==> src/rtl/water_level_scan_ctrl.sv <==
// Column scanner for the water-level dot-matrix display with sensor sync/debounce.
// Level outputs change only at the frame boundary so a frame never shows two levels.
module water_level_scan_ctrl #(
    parameter int SCAN_DIV = 1000,
    parameter int DEB_LEN  = 4
) (
    input  logic       clk,
    input  logic       rst_n,
    input  logic       enable,
    input  logic       h_raw,
    input  logic       m_raw,
    input  logic       l_raw,
    output logic       h,
    output logic       m,
    output logic       l,
    output logic [4:0] col,
    output logic       frame_done,
    output logic       sensor_err
);

    localparam int DW = (SCAN_DIV > 1) ? $clog2(SCAN_DIV) : 1;
    localparam int CW = (DEB_LEN > 1) ? $clog2(DEB_LEN) : 1;
    localparam logic [DW-1:0] DWELL_LAST = DW'(SCAN_DIV - 1);
    localparam logic [CW-1:0] CNT_LAST   = CW'(DEB_LEN - 1);

    typedef enum logic [1:0] {
        IDLE  = 2'd0,
        BLANK = 2'd1,
        COL   = 2'd2
    } state_t;

    // Only water filling from the bottom probe upward is physically possible.
    function automatic logic level_valid(input logic [2:0] v);
        case (v)
            3'b000, 3'b001, 3'b011, 3'b111: level_valid = 1'b1;
            default:                        level_valid = 1'b0;
        endcase
    endfunction

    logic [2:0]    sync1_q, sync2_q;
    logic [CW-1:0] cnt_q, cnt_d;
    logic [2:0]    deb_q, deb_d;
    state_t        state_q;
    logic [2:0]    idx_q;
    logic [DW-1:0] dwell_q;
    logic [4:0]    col_q;
    logic          frame_done_q;
    logic [2:0]    hml_q;
    logic          err_q;

    // Debounce next state: cnt_q counts extra cycles the synchronised vector has held.
    always_comb begin
        cnt_d = cnt_q;
        deb_d = deb_q;
        if (sync1_q != sync2_q) begin
            cnt_d = '0;
        end else if (cnt_q != CNT_LAST) begin
            cnt_d = cnt_q + 1'b1;
        end else begin
            cnt_d = cnt_q;
        end
        if (cnt_q == CNT_LAST) begin
            deb_d = sync2_q;
        end else begin
            deb_d = deb_q;
        end
    end

    // Two-flop synchroniser and debounce registers.
    always_ff @(posedge clk or negedge rst_n) begin
        if (!rst_n) begin
            sync1_q <= 3'b000;
            sync2_q <= 3'b000;
            cnt_q   <= '0;
            deb_q   <= 3'b000;
        end else begin
            sync1_q <= {h_raw, m_raw, l_raw};
            sync2_q <= sync1_q;
            cnt_q   <= cnt_d;
            deb_q   <= deb_d;
        end
    end

    // Scan FSM with registered column, frame pulse and boundary-latched levels.
    always_ff @(posedge clk or negedge rst_n) begin
        if (!rst_n) begin
            state_q      <= IDLE;
            idx_q        <= 3'd0;
            dwell_q      <= '0;
            col_q        <= 5'b00000;
            frame_done_q <= 1'b0;
            hml_q        <= 3'b000;
            err_q        <= 1'b0;
        end else begin
            frame_done_q <= 1'b0;
            if (!enable) begin
                state_q <= IDLE;
                idx_q   <= 3'd0;
                dwell_q <= '0;
                col_q   <= 5'b00000;
            end else begin
                case (state_q)
                    IDLE: begin
                        state_q <= BLANK;
                        idx_q   <= 3'd0;
                        dwell_q <= '0;
                        col_q   <= 5'b00000;
                    end
                    BLANK: begin
                        state_q <= COL;
                        dwell_q <= '0;
                        col_q   <= 5'b00001 << idx_q;
                    end
                    COL: begin
                        if (dwell_q == DWELL_LAST) begin
                            state_q <= BLANK;
                            dwell_q <= '0;
                            col_q   <= 5'b00000;
                            if (idx_q == 3'd4) begin
                                idx_q        <= 3'd0;
                                frame_done_q <= 1'b1;
                                if (level_valid(deb_q)) begin
                                    hml_q <= deb_q;
                                    err_q <= 1'b0;
                                end else begin
                                    err_q <= 1'b1;
                                end
                            end else begin
                                idx_q <= idx_q + 3'd1;
                            end
                        end else begin
                            dwell_q <= dwell_q + 1'b1;
                        end
                    end
                    default: begin
                        state_q <= IDLE;
                        idx_q   <= 3'd0;
                        dwell_q <= '0;
                        col_q   <= 5'b00000;
                    end
                endcase
            end
        end
    end

    assign col        = col_q;
    assign frame_done = frame_done_q;
    assign {h, m, l}  = hml_q;
    assign sensor_err = err_q;

endmodule

==> config.mk <==
export PLATFORM = sky130hd
export DESIGN_NAME = water_level_scan_ctrl
export DESIGN_NICKNAME = d
export VERILOG_FILES = /design/src/rtl/water_level_scan_ctrl.sv
export SDC_FILE = /design/constraint.sdc
export NUM_CORES = 1
export LEC_CHECK = 0
export BUFFER_PORTS_ARGS = -buffer_cell sky130_fd_sc_hd__buf_2
export CAP_MARGIN = 0
export CORE_AREA = 8 8 66 68
export DETAILED_ROUTE_END_ITERATION = 10
export DIE_AREA = 0 0 74 76
export GPL_TIMING_DRIVEN = 1
export PLACE_DENSITY = 0.78
export SLEW_MARGIN = 20
export SYNTH_ARGS = -nofsm -noshare
export SYNTH_HDL_FRONTEND = slang
export SYNTH_SLANG_ARGS = --single-unit
==> constraint.sdc <==
create_clock -name clk -period 1.7 [get_ports clk]
set_input_delay 0.255 -clock clk [delete_from_list [all_inputs] [get_ports clk]]
set_output_delay 0.255 -clock clk [all_outputs]
set_load 0.05 [all_outputs]
==> impl_metrics.yaml <==
run_status:
  status: "completed"
setup_path:
  crit_chain: "inv_1 -> ha_1 -> nand4_1 -> nor4_4 -> buf_4 -> nor2_1 -> a211oi_2"
  cp_data_arrival_time_ns: 1.88
  start_kind: "register"
  crit_type: "register to register"
  crit_required_ns: 1.95
  path_max_fanout: 9
  critPathCapture: "hml_q[0]"
  rr_endpoint: "hml_q[0]"
  critPathLaunch: "idx_q[0]"
  r2r_cells: 7
  critPathSlowestCell: "dfrtp_1"
  r2r-start: "idx_q[0]"
  rrSetupSlack_ns: 0.07
  cpPeakStageDelay_ns: 0.43
  cp-end-kind: "register"
worst_hold_path:
  hold_depth: 1
  min_path_type: "primary input to register"
floorplan:
  die_h_um: 76
  rows: 22
  io_pins: 16
  die_area_um2: 5620
  initial_core_util_pct: 46.8
  core_um2: 3440
  die_w_um: 74
layout:
  drive_gt1_share_pct: 23.2
  final_nets: 181
  area_growth_pct: 16.2
  final_area_um2: 1870
  n_antenna_cell: 0
  stdcell_count: 216
grt:
  antenna_found_initial: 0
  grt_pass1_vias: 1241
  gr-usage-all-layers_pct: 12.4
  grt_overflow: 0
  grt_pass1_wl_um: 5410
  gr-usage-met1_pct: 13.6
  grtUsageMet3_pct: 4.08
  gr-usage-met2_pct: 20.4
  grt_max_degree: 20
  grt_busiest_layer: "met2"
synth:
  synth_area_um2: 1610
  syn_avg_cell_area_um2: 11.7
  synth_top_area_share_pct: 55.9
  yosysWarnings: 0
  synth-edff-count: 0
  synth.area.top_cells: "dfrtp_1 56%, ha_1 5.4%, nor2_1 3.7%"
  ys_async_sr_fraction_pct: 100
  synth_ff_type: "dfrtp_1"
  synth_top_cell_by_area: "dfrtp_1"
  yosysSeqAreaShare_pct: 55.9
  yosysMostFrequentCell: "dfrtp_1"
  syn_nets: 151
  yosys_register_bits: 36
  syn_inst: 138
  synth_commonest_cells: "36 x dfrtp_1, 16 x nor2_1, 11 x nand2_1"
  ys_types: 33
sta:
  hold-worst-slack_ns: 0.0207
  timing.final.crit_period_ns: 1.63
  slew_violations: 0
  fin_crit_sh_pct: 95.7
  timing.slew.headroom_pct: 71.1
  setup_viol: 0
  worstMarginPinSlew_ns: 0.433
  hold_viol: 0
  fin_skew_ns: 0.0116
  layout_setup_ws_ns: 0.0729
  max_freq_mhz: 615
cts:
  clock_latency_ns: 0.33
  clock-sinks: 36
  cts-root-buf: "clkbuf_4"
  path_clk_slew_ns: 0.10
  cts_max_level: 2
  cts_buffers: 5
  cts_tree: "yes"
  clockBufferDepth: 2
detailed_routing:
  drtPass1Iterations: 4
  drc: 0
  antenna_left: 0
  initialDrtViolationCount: 51
  wl_per_cell_um: 14.4
  drt-vias-per-instance: 5.31
  vias: 1148
  wirelength_um: 3100
power:
  power_mw: 1.42
  p_leak_nw: 0.885
  powerDensity_nw_per_um2: 759
  ir_drop_mv: 0.451
place:
  dpl_cell_area_um2: 1800
  place_ws_ns: 0.0244
  placed_cells: 206
  port-buffer-count: 15
  gp_congestion: 0.818
  dp_hpwl_um: 2380
run:
  max_cap_viol_count: 0
[flip-flops by register name, indices dropped and copies added, names as in the netlist]
name and count:
dwell_q 10, col 5, deb_q 3, hml_q 3, idx_q 3, sync1_q 3, sync2_q 3, cnt_q 2
state_q 2, frame_done 1, sensor_err 1
[logic make-up (layout without fill, tap and decap cells)]
group | count (synthesis) | after routing | share of synthesized area [%]
simple gates | 57 | 57 | 19.5
flops | 36 | 36 | 55.9
compound gates | 19 | 19 | 9.70
xor+xnor | 9 | 9 | 4.89
fa+ha+maj | 7 | 7 | 5.43
buf+inv | 6 | 36 | 1.86
mux | 4 | 4 | 2.72
[layout make-up]
type                    instances  area (um2)
fillers                       307        1570
clock buffers                   6        41.3
multi-input cells              96         683
inverters                       4        15.0
clock inverters                 1        5.00
repair buffers                 25         168
flip-flops and latches         36         901
well taps                      48        60.1
[worst min path at each step]
stage	end	slack [ns]	startpoint
after floorplan	cnt_q[0]	-0.04	rst_n
after global placement	sync1_q[1]	0.21	rst_n
after detailed placement	sync2_q[2]	0.22	rst_n
after CTS	sync1_q[1]	0.002	m_raw
after global routing	sync1_q[2]	0.001	h_raw
final	sync1_q[0]	0.02	l_raw
[cell usage in the layout (no fill, tap or decap), types with 5 or more instances in the layout]
cell,instances
buf_4,7
clkbuf_4,5
dfrtp_1,36
nand3_1,8
nand2_1,11
a22o_1,6
a31oi_1,5
buf_2,15
nor2_1,16
xnor2_1,5
ha_1,6
[per-layer routing]
metal / share of wire (%) / wire, um / vias to the layer above
met1: 40 / 1250 / 578
li1: - / - / 547
met5: 0 / 0 / -
met3: 4.4 / 137 / 7
met2: 53 / 1640 / 16
met4: 2.4 / 74 / 0
[report_power, final]
group | switching, mW | internal [mW] | total, mW
Sequential | 0.0221 | 0.879 | 0.902
Clock | 0.263 | 0.152 | 0.415
Combinational | 0.0606 | 0.0453 | 0.106
[what timing repair did]
| item | in CTS | in global routing |
|---|---|---|
| gates resized for setup | 0 | 1 |
| endpoints found under the hold margin | 18 | 1 |
| buffers inserted | 0 | 1 |
| setup endpoints to repair | 0 | 10 |
| hold buffers | 1 | 1 |
[worst max-delay path, delay by kind of cell, from the launching register on]
kind,cells,cell delay (ns)
DFF,1,0.43
adders and majority gates,1,0.21
AOI/OAI and AO/OA,1,0.20
and+or+nand+nor,3,0.42
buffers and inverters,2,0.30
[metrics by stage]
stage / util, % / TNS, ns
global route: 54.4 / -0.0571
CTS: 53.9 / 0
floorplan: - / 0
finish: 54.4 / 0
detailed placement: 52.2 / 0
global placement: 52.2 / 0
No activity file was read; power rests on OpenSTA's default activity.
